`src/rtl/touch_sample_sequencer.sv`:
```
// Debounces touch/release, averages 2**AVG_LOG2 samples, publishes only on frame_start; TOUCH_SEQ_JUMP_REJECT_EN adds outlier rejection.
// Latency: out_x/out_y/out_valid change and out_update pulses on the cycle after frame_start.
// No backpressure: every sample_valid is consumed; averages overwritten before publish are counted in drop_count.
module touch_sample_sequencer #(
  parameter int COORD_W        = 12,
  parameter int AVG_LOG2       = 2,
  parameter int DEBOUNCE       = 3,
  parameter int TIMEOUT_CYCLES = 6500000,
  parameter int JUMP_LIMIT     = 256
) (
  input  logic               clk,
  input  logic               rst,
  input  logic               sample_valid,
  input  logic [COORD_W-1:0] x_in,
  input  logic [COORD_W-1:0] y_in,
  input  logic               touched_in,
  input  logic               frame_start,
  output logic [COORD_W-1:0] out_x,
  output logic [COORD_W-1:0] out_y,
  output logic               out_valid,
  output logic               out_update,
  output logic               stale,
  output logic [7:0]         drop_count
);

  localparam int ACC_W = COORD_W + AVG_LOG2;
  localparam int WD_W  = $clog2(TIMEOUT_CYCLES + 1);

  localparam logic [1:0] IDLE  = 2'd0;
  localparam logic [1:0] ARM   = 2'd1;
  localparam logic [1:0] ACCUM = 2'd2;

  localparam logic [3:0]        DEB_LAST = 4'(DEBOUNCE - 1);
  localparam logic [AVG_LOG2:0] N_LAST   = (AVG_LOG2 + 1)'((1 << AVG_LOG2) - 1);
  localparam logic [WD_W-1:0]   WD_LAST  = WD_W'(TIMEOUT_CYCLES - 1);
  localparam logic [WD_W-1:0]   WD_MAX   = WD_W'(TIMEOUT_CYCLES);

  logic [1:0]         state;
  logic [3:0]         deb_cnt;
  logic [3:0]         rel_cnt;
  logic [ACC_W-1:0]   acc_x, acc_y;
  logic [AVG_LOG2:0]  n;
  logic [COORD_W-1:0] pend_x, pend_y;
  logic               pending, pending_release;
  logic [WD_W-1:0]    wd_cnt;

  logic             samp_t, samp_u, in_accum, reject;
  logic             accept, rejected, avg_done;
  logic             wd_expire, rel_by_touch, release_now;
  logic             publish_rel, publish_pend, drop_inc;
  logic [ACC_W-1:0] sum_x, sum_y;

  assign samp_t   = sample_valid & touched_in;
  assign samp_u   = sample_valid & ~touched_in;
  assign in_accum = (state == ACCUM);

`ifdef TOUCH_SEQ_JUMP_REJECT_EN
  // Distance is measured against the currently published point, so rejection only applies while a touch is shown.
  logic [31:0] dx, dy;
  assign dx = (x_in > out_x) ? 32'(x_in) - 32'(out_x) : 32'(out_x) - 32'(x_in);
  assign dy = (y_in > out_y) ? 32'(y_in) - 32'(out_y) : 32'(out_y) - 32'(y_in);
  assign reject = out_valid & ((dx > 32'(JUMP_LIMIT)) | (dy > 32'(JUMP_LIMIT)));
`else
  logic unused_jump;
  assign unused_jump = ^32'(JUMP_LIMIT);
  assign reject = 1'b0;
`endif

  assign accept       = in_accum & samp_t & ~reject;
  assign rejected     = in_accum & samp_t & reject;
  assign avg_done     = accept & (n == N_LAST);
  assign sum_x        = acc_x + ACC_W'(x_in);
  assign sum_y        = acc_y + ACC_W'(y_in);

  // A sample in the expiry cycle wins, so expiry only fires on a quiet cycle.
  assign wd_expire    = ~sample_valid & (wd_cnt == WD_LAST);
  assign rel_by_touch = in_accum & samp_u & (rel_cnt == DEB_LAST);
  assign release_now  = rel_by_touch | (wd_expire & (state != IDLE));

  assign publish_rel  = frame_start & pending_release;
  assign publish_pend = frame_start & ~pending_release & pending;
  assign drop_inc     = rejected | (avg_done & pending & ~publish_pend);

  always_ff @(posedge clk) begin
    if (rst) begin
      state           <= IDLE;
      deb_cnt         <= '0;
      rel_cnt         <= '0;
      acc_x           <= '0;
      acc_y           <= '0;
      n               <= '0;
      pend_x          <= '0;
      pend_y          <= '0;
      pending         <= 1'b0;
      pending_release <= 1'b0;
      wd_cnt          <= '0;
      stale           <= 1'b0;
      out_x           <= '0;
      out_y           <= '0;
      out_valid       <= 1'b0;
      out_update      <= 1'b0;
      drop_count      <= '0;
    end else begin
      if (sample_valid) begin
        wd_cnt <= '0;
        stale  <= 1'b0;
      end else if (wd_cnt != WD_MAX) begin
        wd_cnt <= wd_cnt + WD_W'(1);
      end
      if (wd_expire) stale <= 1'b1;

      case (state)
        IDLE: begin
          if (samp_t) begin
            if (DEBOUNCE == 1) begin
              state   <= ACCUM;
              acc_x   <= '0;
              acc_y   <= '0;
              n       <= '0;
              rel_cnt <= '0;
            end else begin
              state   <= ARM;
              deb_cnt <= 4'd1;
            end
          end
        end
        ARM: begin
          if (samp_t) begin
            if (deb_cnt == DEB_LAST) begin
              state   <= ACCUM;
              acc_x   <= '0;
              acc_y   <= '0;
              n       <= '0;
              rel_cnt <= '0;
            end else begin
              deb_cnt <= deb_cnt + 4'd1;
            end
          end else if (samp_u) begin
            state <= IDLE;
          end
        end
        ACCUM: begin
          if (accept) begin
            rel_cnt <= '0;
            if (avg_done) begin
              pend_x <= sum_x[ACC_W-1:AVG_LOG2];
              pend_y <= sum_y[ACC_W-1:AVG_LOG2];
              acc_x  <= '0;
              acc_y  <= '0;
              n      <= '0;
            end else begin
              acc_x <= sum_x;
              acc_y <= sum_y;
              n     <= n + (AVG_LOG2 + 1)'(1);
            end
          end else if (samp_u) begin
            rel_cnt <= rel_cnt + 4'd1;
          end
        end
        default: state <= IDLE;
      endcase

      if (release_now) begin
        state   <= IDLE;
        acc_x   <= '0;
        acc_y   <= '0;
        n       <= '0;
        rel_cnt <= '0;
        deb_cnt <= '0;
      end

      // A freshly completed average always waits for the next frame, even if this frame_start clears the old one.
      if (release_now)       pending <= 1'b0;
      else if (avg_done)     pending <= 1'b1;
      else if (publish_pend) pending <= 1'b0;

      if (release_now)      pending_release <= 1'b1;
      else if (frame_start) pending_release <= 1'b0;

      out_update <= publish_rel | publish_pend;
      if (publish_rel) begin
        out_valid <= 1'b0;
      end else if (publish_pend) begin
        out_x     <= pend_x;
        out_y     <= pend_y;
        out_valid <= 1'b1;
      end

      if (drop_inc && drop_count != 8'hFF) drop_count <= drop_count + 8'd1;
    end
  end

endmodule

```
`config.mk`:
```
export PLATFORM = sky130hd
export DESIGN_NAME = touch_sample_sequencer
export DESIGN_NICKNAME = d
export VERILOG_FILES = /design/src/rtl/touch_sample_sequencer.sv
export SDC_FILE = /design/constraint.sdc
export NUM_CORES = 1
export LEC_CHECK = 0
export ABC_CLOCK_PERIOD_IN_PS = 6400
export BUFFER_PORTS_ARGS = -buffer_cell sky130_fd_sc_hd__buf_2
export CAP_MARGIN = 15
export CORE_MARGIN = 3
export CORE_UTILIZATION = 54
export CTS_CLUSTER_DIAMETER = 100
export DETAILED_ROUTE_END_ITERATION = 6
export PLACE_DENSITY = 0.73
export SLEW_MARGIN = 10
export SYNTH_ARGS = -nofsm -noshare
export SYNTH_HDL_FRONTEND = slang
export SYNTH_SLANG_ARGS = --single-unit
```
`constraint.sdc`:
```
create_clock -name clk -period 6.4 [get_ports clk]
set_input_delay 1.28 -clock clk [delete_from_list [all_inputs] [get_ports clk]]
set_output_delay 1.28 -clock clk [all_outputs]
set_load 0.005 [all_outputs]
```
==> impl_metrics.env <==
export IMPL_synthCells=705
export IMPL_hold_class="flop to flop"
export IMPL_io_pins=64
export IMPL_start_kind="primary input"
export IMPL_viasPerCell=5.69
export IMPL_cp_arrival_ns=3.37
export IMPL_ys_seq_area_frac=0.411
export IMPL_synth_edf_count=0
export IMPL_final_net_count=826
export IMPL_setup_viol=0
export IMPL_wl_um=13900
export IMPL_cap_viol_max_count=0
export IMPL_die_h_um=112
export IMPL_holdBufCountCts=0
export IMPL_syn_area_um2=6090
export IMPL_grt_overflow=0
export IMPL_ys_ff_latch=125
export IMPL_clkSlewWorstSetupHoldPaths_ns=0.05
export IMPL_synth_top_cell_area_share=0.411
export IMPL_vdd_ir_drop_worst_v=0.000223
export IMPL_synth_warnings=0
export IMPL_vias=5210
export IMPL_cts_tree="done"
export IMPL_syn2layout_area_growth_pct=15.5
export IMPL_synth_top_area_cell="dfxtp_1"
export IMPL_drt_initial_drc_count=338
export IMPL_fmax_ghz=0.331
export IMPL_drc=0
export IMPL_ys_top_cells_by_count="dfxtp_1 (125), nand2_1 (104), nor2_1 (74)"
export IMPL_p_per_area_nw_per_um2=251
export IMPL_rows=38
export IMPL_required_ns=6.76
export IMPL_die_w_um=112
export IMPL_cts_buffers=17
export IMPL_instances_no_fill=916
export IMPL_syn_nets=768
export IMPL_tns_ns=0
export IMPL_synthTopCellsByArea="dfxtp_1 (41%), ha_1 (6.6%), nand2_1 (6.4%)"
export IMPL_wl_per_cell_um=15.1
export IMPL_grt_antenna_before_repair=0
export IMPL_status="completed"
export IMPL_worstSetupPathType="primary input to flop"
export IMPL_dr_pass1_iters=5
export IMPL_ys_flop_type="dfxtp_1"
export IMPL_finalHoldWorstSlack_ns=0.449
export IMPL_syn_area_per_cell_um2=8.64
export IMPL_cp_max_fo=60
export IMPL_drtAntennaViolNets=0
export IMPL_initial_core_util=0.557
export IMPL_coreArea_um2=10900
export IMPL_worstMarginPinSlew_ns=0.992
export IMPL_dp_hpwl_um=9620
export IMPL_cts_root_buf="clkbuf_16"
export IMPL_postCtsSetupBuffers=0
export IMPL_cts_sinks=125
export IMPL_cts_buffer_depth=2
export IMPL_grt_pass1_wl_um=23200
export IMPL_finalHoldViolations=0
export IMPL_finalCritPeriodShare=0.472
export IMPL_cts_resized=0
export IMPL_grt_pass1_vias=5171
export IMPL_dieArea_um2=12600
export IMPL_drive_gt1_frac=0.143
export IMPL_finClkSkew_ns=0.00801
export IMPL_power_leakage_nw=2.82
export IMPL_track_usage=0.226
export IMPL_p_total_w=0.00177
export IMPL_grt_max_degree=61
export IMPL_cts_max_level=4
export IMPL_gp_congestion=0.869
export IMPL_final_max_slew_violation_count=0
export IMPL_antenna_cells=0
export IMPL_clk_insertion_delay_late_ns=0.42
export IMPL_final_min_clock_period_ns=3.02
export IMPL_io_buffers=63
export IMPL_critPathCaptureType="flop"
export IMPL_relSlewSlack=0.337
export IMPL_place_inst=884
export IMPL_ys_types=69
export IMPL_rsz0062_at_grt="no"
export IMPL_synth_most_common_cell="dfxtp_1"
export IMPL_async_reset_ff_frac=0
## critical path: stages
cell      delay, ns
buf_2          0.09
buf_4          0.29
inv_1          0.42
o211ai_2       0.42
nor2b_4        0.59
a22o_1         0.24
## routing by layer
layer | share of wire | vias to the layer above | wire, um | global-route usage
li1 | - | 2607 | - | -
met4 | 0.048 | 0 | 659 | 0.131
met3 | 0.042 | 41 | 579 | 0.0593
met1 | 0.42 | 2448 | 5780 | 0.256
met2 | 0.49 | 114 | 6850 | 0.383
met5 | 0 | - | 0 | 0
## registers in the layout, indices dropped and copies added (netlist names)
name	cells
out_x	12
pending	1
out_y	12
state	2
acc_x	14
out_update	1
deb_cnt	4
n	3
pend_x	12
out_valid	1
wd_cnt	23
drop_count	8
pending_release	1
stale	1
pend_y	12
rel_cnt	4
acc_y	14
## cells in the final DEF, fill, tap and decap left out, drive strengths merged, types with 4 or more instances in the layout
master,synthesis,routed
a21oi,71,71
xor2,24,24
nor2b,6,6
nor4,5,5
xnor2,26,26
inv,13,13
buf,10,67
nand4,17,17
nand2,104,104
nor2,74,74
o21bai,4,4
nor3,19,19
a31oi,6,6
and3,7,7
nand2b,14,14
a21o,8,8
dfxtp,125,125
clkbuf,18,25
a211oi,8,8
o211ai,6,6
nand3,16,16
o21ai,24,24
ha,32,32
a22o,18,18
clkinv,0,4
## cells by family (layout without fill, tap and decap cells)
| family | after synthesis | count (layout) | synth area share |
|---|---|---|---|
| adders and majority gates | 34 | 34 | 0.0723 |
| DFF | 125 | 125 | 0.411 |
| AOI/OAI and AO/OA | 161 | 161 | 0.171 |
| xor gates and xnor gates | 50 | 50 | 0.0719 |
| buffers and inverters | 41 | 112 | 0.0304 |
| and+or+nand+nor | 291 | 291 | 0.238 |
| muxes | 3 | 3 | 0.00493 |
## where the power goes
group | leakage [nW] | switching [W] | internal [W]
clock network | 0.275 | 0.000330 | 0.000590
registers | 1.01 | 0.00000201 | 0.000780
logic | 1.54 | 0.0000427 | 0.0000223
## layout make-up
cell class	instances	area [um^2]
clock buffers	25	475
clock inverters	7	87.6
fillers	962	3900
inverters	13	48.8
multi-input cells	539	3400
flip-flops and latches	125	2500
well taps	140	175
repair buffers	67	345
## path summary, 6_finish.rpt
kind | start | endpoint | slack [ns] | cells after the start
worst min register to register | out_x[9] | out_x[9] | 0.45 | 2
worst min-delay path | out_x[9] | out_x[9] | 0.45 | 2
worst max-delay path | rst | acc_x[7] | 3.38 | 6
worst max register to register | wd_cnt[1] | acc_x[7] | 4.00 | 6
## per-stage QoR
step                 util  setup slack [ns]  instance area (um^2)
floorplan               -              3.28                  6090
global placement    0.592              3.05                  6480
detailed placement  0.592              2.96                  6480
CTS                 0.644              3.40                  7040
global route        0.644              3.19                  7040
finish              0.644              3.38                  7040
(Power assumes the default switching activity.)
